[src/rtl/mole_io_pkg.sv]
// ---------------------------------------------------------------------------
// mole_io_pkg
// Shared constants for the mole button front end: channel count, default
// debounce length, counter widths, the two-state debounce encoding and the
// synchronizer reset level.
// Build option: MOLE_BTN_INVERT_EN selects active-low (pull-up) button pins.
// ---------------------------------------------------------------------------
package mole_io_pkg;

    localparam int unsigned N_CH            = 8;
    localparam int unsigned DEBOUNCE_CYCLES = 500000;
    localparam int unsigned CNT_W           = 20;
    localparam int unsigned HIT_W           = 8;
    localparam int unsigned PC_W            = $clog2(N_CH + 1);

    // Debounce FSM state encoding
    localparam logic [0:0] RELEASED = 1'b0;
    localparam logic [0:0] PRESSED  = 1'b1;

    // Synchronizer flops reset to the electrical "released" level of the pin
`ifdef MOLE_BTN_INVERT_EN
    localparam logic SYNC_RST_LVL = 1'b1;
`else
    localparam logic SYNC_RST_LVL = 1'b0;
`endif

    function automatic logic [PC_W-1:0] popcount(input logic [N_CH-1:0] v);
        logic [PC_W-1:0] n;
        n = '0;
        for (int unsigned i = 0; i < N_CH; i++) begin
            n = n + PC_W'(v[i]);
        end
        return n;
    endfunction

endpackage

[src/rtl/btn_debounce_ch.sv]
// ---------------------------------------------------------------------------
// btn_debounce_ch
// One button channel: 2-flop synchronizer, debounce counter + 2-state FSM,
// registered clean level and a one-cycle pulse on each accepted press.
// Build option: MOLE_BTN_INVERT_EN inverts the pin after the second flop.
// Ports:
//   clk_i    system clock, rising edge
//   rst_ni   asynchronous active-low reset
//   raw_i    raw button pin (asynchronous to clk_i)
//   clean_o  debounced level, 1 = pressed
//   pulse_o  one-cycle pulse coincident with clean_o rising
// ---------------------------------------------------------------------------
module btn_debounce_ch
    import mole_io_pkg::*;
#(
    parameter int unsigned DEBOUNCE_CYCLES = mole_io_pkg::DEBOUNCE_CYCLES,
    parameter int unsigned CNT_W           = mole_io_pkg::CNT_W
) (
    input  logic clk_i,
    input  logic rst_ni,
    input  logic raw_i,
    output logic clean_o,
    output logic pulse_o
);

    localparam logic [CNT_W-1:0] CNT_LAST = CNT_W'(DEBOUNCE_CYCLES - 1);

    logic             sync1_q, sync2_q;
    logic             synced;
    logic [0:0]       state_q, state_d;
    logic [CNT_W-1:0] cnt_q, cnt_d;
    logic             clean_q, pulse_q;

    always_ff @(posedge clk_i or negedge rst_ni) begin
        if (!rst_ni) begin
            sync1_q <= SYNC_RST_LVL;
            sync2_q <= SYNC_RST_LVL;
        end else begin
            sync1_q <= raw_i;
            sync2_q <= sync1_q;
        end
    end

`ifdef MOLE_BTN_INVERT_EN
    assign synced = ~sync2_q;
`else
    assign synced = sync2_q;
`endif

    // Counter only runs while the synced level disagrees with the state;
    // any agreeing cycle drops it back to zero, rejecting short glitches.
    always_comb begin
        state_d = state_q;
        cnt_d   = '0;
        if (synced != state_q[0]) begin
            if (cnt_q == CNT_LAST) begin
                state_d = (state_q == PRESSED) ? RELEASED : PRESSED;
            end else begin
                cnt_d = cnt_q + 1'b1;
            end
        end
    end

    // clean/pulse are registered from the state so the pulse lines up
    // exactly with the 0->1 edge of the clean level.
    always_ff @(posedge clk_i or negedge rst_ni) begin
        if (!rst_ni) begin
            state_q <= RELEASED;
            cnt_q   <= '0;
            clean_q <= 1'b0;
            pulse_q <= 1'b0;
        end else begin
            state_q <= state_d;
            cnt_q   <= cnt_d;
            clean_q <= (state_q == PRESSED);
            pulse_q <= (state_q == PRESSED) && !clean_q;
        end
    end

    assign clean_o = clean_q;
    assign pulse_o = pulse_q;

endmodule

[src/rtl/mole_button_conditioner.sv]
// ---------------------------------------------------------------------------
// mole_button_conditioner
// Debounces the eight whack buttons and classifies each press against the
// active-mole bits as hit or miss; keeps sticky flags and a saturating
// hit counter for the game loop.
// Build option: MOLE_BTN_INVERT_EN (active-low button pins).
// Ports:
//   clock        system clock, rising edge
//   ctrl_reset_n asynchronous active-low reset
//   btn_raw      raw button pins
//   mole_active  active-mole bits, sampled in the press-pulse cycle
//   flags_clear  pulse: clear hit_flags/miss_flags (new sets win)
//   count_clear  pulse: clear hit_count (same-cycle hits still counted)
//   btn_clean    debounced press level
//   press_pulse  one-cycle pulse per debounced press
//   hit_flags    sticky hit bits
//   miss_flags   sticky miss bits
//   hit_count    saturating hit count
// ---------------------------------------------------------------------------
module mole_button_conditioner
    import mole_io_pkg::*;
#(
    parameter int unsigned DEBOUNCE_CYCLES = mole_io_pkg::DEBOUNCE_CYCLES,
    parameter int unsigned CNT_W           = mole_io_pkg::CNT_W,
    parameter int unsigned HIT_W           = mole_io_pkg::HIT_W
) (
    input  logic             clock,
    input  logic             ctrl_reset_n,
    input  logic [N_CH-1:0]  btn_raw,
    input  logic [N_CH-1:0]  mole_active,
    input  logic             flags_clear,
    input  logic             count_clear,
    output logic [N_CH-1:0]  btn_clean,
    output logic [N_CH-1:0]  press_pulse,
    output logic [N_CH-1:0]  hit_flags,
    output logic [N_CH-1:0]  miss_flags,
    output logic [HIT_W-1:0] hit_count
);

    logic [N_CH-1:0]  clean, pulse;
    logic [N_CH-1:0]  hit_set, miss_set;
    logic [N_CH-1:0]  hit_flags_q, hit_flags_d;
    logic [N_CH-1:0]  miss_flags_q, miss_flags_d;
    logic [HIT_W-1:0] hit_count_q, hit_count_d;
    logic [HIT_W-1:0] cnt_base;
    logic [HIT_W:0]   cnt_sum;

    for (genvar g = 0; g < N_CH; g++) begin : g_ch
        btn_debounce_ch #(
            .DEBOUNCE_CYCLES (DEBOUNCE_CYCLES),
            .CNT_W           (CNT_W)
        ) u_ch (
            .clk_i   (clock),
            .rst_ni  (ctrl_reset_n),
            .raw_i   (btn_raw[g]),
            .clean_o (clean[g]),
            .pulse_o (pulse[g])
        );
    end

    always_comb begin
        hit_set      = pulse & mole_active;
        miss_set     = pulse & ~mole_active;
        hit_flags_d  = (flags_clear ? '0 : hit_flags_q)  | hit_set;
        miss_flags_d = (flags_clear ? '0 : miss_flags_q) | miss_set;
        cnt_base     = count_clear ? '0 : hit_count_q;
        // One spare bit catches overflow so the count saturates instead of wrapping.
        cnt_sum      = {1'b0, cnt_base} + (HIT_W+1)'(popcount(hit_set));
        hit_count_d  = cnt_sum[HIT_W] ? '1 : cnt_sum[HIT_W-1:0];
    end

    always_ff @(posedge clock or negedge ctrl_reset_n) begin
        if (!ctrl_reset_n) begin
            hit_flags_q  <= '0;
            miss_flags_q <= '0;
            hit_count_q  <= '0;
        end else begin
            hit_flags_q  <= hit_flags_d;
            miss_flags_q <= miss_flags_d;
            hit_count_q  <= hit_count_d;
        end
    end

    assign btn_clean   = clean;
    assign press_pulse = pulse;
    assign hit_flags   = hit_flags_q;
    assign miss_flags  = miss_flags_q;
    assign hit_count   = hit_count_q;

endmodule
[config.mk]
export PLATFORM = sky130hd
export DESIGN_NAME = mole_button_conditioner
export DESIGN_NICKNAME = d
export VERILOG_FILES = /design/src/rtl/mole_io_pkg.sv /design/src/rtl/btn_debounce_ch.sv /design/src/rtl/mole_button_conditioner.sv
export SDC_FILE = /design/constraint.sdc
export NUM_CORES = 1
export LEC_CHECK = 0
export CORE_MARGIN = 2
export CORE_UTILIZATION = 47
export CTS_CLUSTER_SIZE = 24
export DETAILED_ROUTE_END_ITERATION = 7
export DONT_BUFFER_PORTS = 1
export GPL_TIMING_DRIVEN = 0
export PLACE_DENSITY = 0.59
export SYNTH_ARGS = -nofsm -noshare
export SYNTH_HDL_FRONTEND = slang
export SYNTH_SLANG_ARGS = --single-unit
[constraint.sdc]
create_clock -name clock -period 4.92 [get_ports clock]
set_clock_uncertainty 0.1 [all_clocks]
set_input_delay 0.246 -clock clock [delete_from_list [all_inputs] [get_ports clock]]
set_output_delay 0.246 -clock clock [all_outputs]
set_load 0.005 [all_outputs]
==> impl_metrics.json <==
{
  "final-setup-viol-count": 0,
  "antenna_found_initial": 0,
  "antenna_diodes": 0,
  "final-hold-violation-count": 224,
  "floorplan.initialDensity": 0.481,
  "final_cells": 1374,
  "post_synth.cell_area_avg_um2": 10.3,
  "synth_seq_area_share": 0.530,
  "yosys.area_share.xor_xnor": 0.0903,
  "p_per_area_nw_per_um2": 316,
  "postSynthRegisterBits": 224,
  "syn_inst": 1031,
  "synth_top_cell_area_share": 0.530,
  "drv_slew": 0,
  "die_h_um": 154,
  "die_area_um2": 23700,
  "mappedNetlistArea_um2": 10600,
  "ys_dominant_reg_cell": "dfrtp_1",
  "synthSimpleGateAreaFrac": 0.232,
  "placementRows": 54,
  "num-fill-cells": 1954,
  "gpl.final_weighted_congestion": 0.828,
  "route.final.wire_length_um": 20600,
  "setup.worst_path.end_class": "flip-flop",
  "mappedNetlistNets": 1070,
  "timing.fmax_mhz": 232,
  "outcome": "finished with violations",
  "rsz0062_at_grt": "false",
  "final_net_count": 1116,
  "drive_above_1_share": 0.0759,
  "fin_worst_hold_slack_ns": -0.668,
  "total_leakage_power_nw": 5.08,
  "track_usage": 0.178,
  "post_synth_most_frequent_cells": "224 x dfrtp_1, 130 x nor2_1, 59 x nand2_1, 59 x nand3_1, 58 x xnor2_1",
  "clk-insertion-delay-late_ns": 0.51,
  "die_width_um": 154,
  "cts_made_buffers": 24,
  "setup.worst_path.class": "flip-flop to flip-flop",
  "synth-async-reset-ratio": 1.00,
  "place_hpwl_um": 13700,
  "period_minus_slack_ns": 4.31,
  "post_synth_top_area_cell": "dfrtp_1",
  "vias": 7512,
  "firstDrtPassIters": 4,
  "drt.antenna.violating_nets": 0,
  "post-synth-top-count-cell": "dfrtp_1",
  "tightestPinTransition_ns": 0.988,
  "synth-compound-area-share": 0.0749,
  "core_region_area_um2": 22000,
  "tns_setup_ns": 0,
  "root_buffer": "clkbuf_16",
  "vdd_drop_max_uv": 251,
  "layout-area-overhead-vs-synth_pct": 12.7,
  "count_of_buffers_from_port_buffering": 0,
  "critPathArrivalTime_ns": 4.61,
  "tritoncts_clock_tree": "done",
  "number_of_global_route_vias_before_repair": 7184,
  "highest_fanout_seen_on_the_critical_path": 6,
  "max_cap_viol_count": 0,
  "setup.worst_path.start_class": "flip-flop",
  "synth.area.top_cells": "dfrtp_1 53%, xnor2_1 4.8%, nor2_1 4.6%",
  "drt_first_iter_violations": 388,
  "clk_transition_reported_paths_ns": 0.06,
  "cts.sinks": 224,
  "drt_drc_violations_left": 0,
  "violations": "negative hold slack",
  "dp.cells": 1311,
  "global_route.overflow_total": 0,
  "detail_route.wl_per_cell_um": 15.0,
  "post_synthesis_adder_cell_area_fraction": 0.0260,
  "h_tree_depth": 1,
  "grt_first_pass_wirelength_um": 35400,
  "floorplan.io_pins": 60,
  "worst_r2r_path_depth": 11,
  "timing.max_slew.rel_slack": 0.341,
  "post-route-period-util": 0.877,
  "synth_top_family_by_area": "simple AND/OR/NAND/NOR gates",
  "detail_route.vias_per_cell": 5.47,
  "cts_setup_buffers": 0,
  "synth_mux_area_frac": 0.00947,
  "maximum_count_of_clock_buffers_along_a_single_path": 3,
  "netlist-cell-type-count": 52,
  "grt_start_max_net_pins": 225,
  "number_of_enable_type_register_cells_in_the_synthesized_netlist": 0,
  "synth.yosys.warnings": 0,
  "holdCritPathClass": "input port to async pin",
  "worstPathRequired_ns": 5.22
}
-- sequential cells by signal, summed over array words and instances (netlist names) --
signal and flops:
g_ch.u_ch.clean_o 8, g_ch.u_ch.cnt_q 160, g_ch.u_ch.pulse_o 8, g_ch.u_ch.state_q 8
g_ch.u_ch.sync1_q 8, g_ch.u_ch.sync2_q 8, hit_count 8, hit_flags 8
miss_flags 8
-- cell families after synthesis --
logic type | count (synthesis)
adder cells (fa/ha/maj) | 19
flip-flops | 224
AND/OR/NAND/NOR | 463
XOR/XNOR | 109
AO/OA/AOI/OAI | 125
buffers and inverters | 82
multiplexers | 9
-- critical path, cell delays in order (launching register included) --
cell      delay [ns]
dfrtp_1         0.43
nand2_1         0.15
fa_1            0.50
fa_1            0.54
inv_1           0.05
fa_1            0.51
fa_1            0.48
fa_1            0.42
a21oi_1         0.17
o21bai_1        0.17
or4_1           0.54
o311a_1         0.14
-- timing repair --
item                      in CTS  in global routing
hold endpoints to repair     248                225
gates resized for setup        0                  0
hold buffers                  19                  1
-- cell type report --
class	count	area, µm²	area share
Timing Repair Buffer	20	200	0.0168
Tap cell	280	350	0.0294
Buffer	45	255	0.0214
Multi-Input combinational cell	725	4570	0.384
Clock inverter	5	52.6	0.00441
Clock buffer	38	744	0.0625
Sequential cell	224	5610	0.470
Inverter	37	139	0.0117
-- power breakdown --
group          internal (W)  total [W]  switching (W)
Clock               0.00108    0.00180       0.000712
Combinational     0.0000340  0.0000820      0.0000480
Sequential          0.00187    0.00189      0.0000210
-- path summary, 6_finish.rpt --
check                      slack (ns)                           start                               end
min                             -0.67                    ctrl_reset_n  g_ch[7].u_ch.cnt_q[17]$_DFF_PN0_
max                              0.61  g_ch[1].u_ch.pulse_o$_DFF_PN0_            hit_count[7]$_DFF_PN0_
min reg2reg                      0.25  g_ch[5].u_ch.sync1_q$_DFF_PN0_    g_ch[5].u_ch.sync2_q$_DFF_PN0_
min in group clock               0.09                     count_clear            hit_count[6]$_DFF_PN0_
max in group asynchronous        5.02                    ctrl_reset_n            hit_flags[4]$_DFF_PN0_
max reg2reg                      0.61  g_ch[1].u_ch.pulse_o$_DFF_PN0_            hit_count[7]$_DFF_PN0_
-- layer usage --
metal	GRT usage	up-vias	wire length [µm]
met5	0	-	0
met4	0.0503	0	574
met3	0.0254	36	668
met2	0.282	106	9300
met1	0.256	3625	10100
li1	-	3745	-
-- per-stage QoR --
stage | hold WS [ns] | power, W | setup slack [ns] | cell area, µm² | util
after floorplan | -0.150 | 0.00197 | 0.902 | 10600 | -
after global placement | -0.143 | 0.00199 | 0.579 | 10900 | 0.497
after detailed placement | -0.142 | 0.00199 | 0.601 | 10900 | 0.497
after CTS | -0.692 | 0.00382 | 0.572 | 11900 | 0.542
after global routing | -0.685 | 0.00391 | 0.349 | 11900 | 0.543
final | -0.668 | 0.00376 | 0.607 | 11900 | 0.543
-- layout by cell type (no fill, tap or decap), drive strengths merged, types with 13 or more instances in the layout --
cell type,n
or3,28
inv,37
nor2b,13
and4,14
buf,24
dfrtp,224
o31ai,31
a21oi,49
or4,32
nor3,20
dlygate4sd3,20
nor2,130
ha,14
nand2,59
xnor2,58
nand3,60
xor2,51
nand4,42
o21ai,24
clkbuf,59
nor4,26
Note: power is estimated with default switching activity, not from simulation.
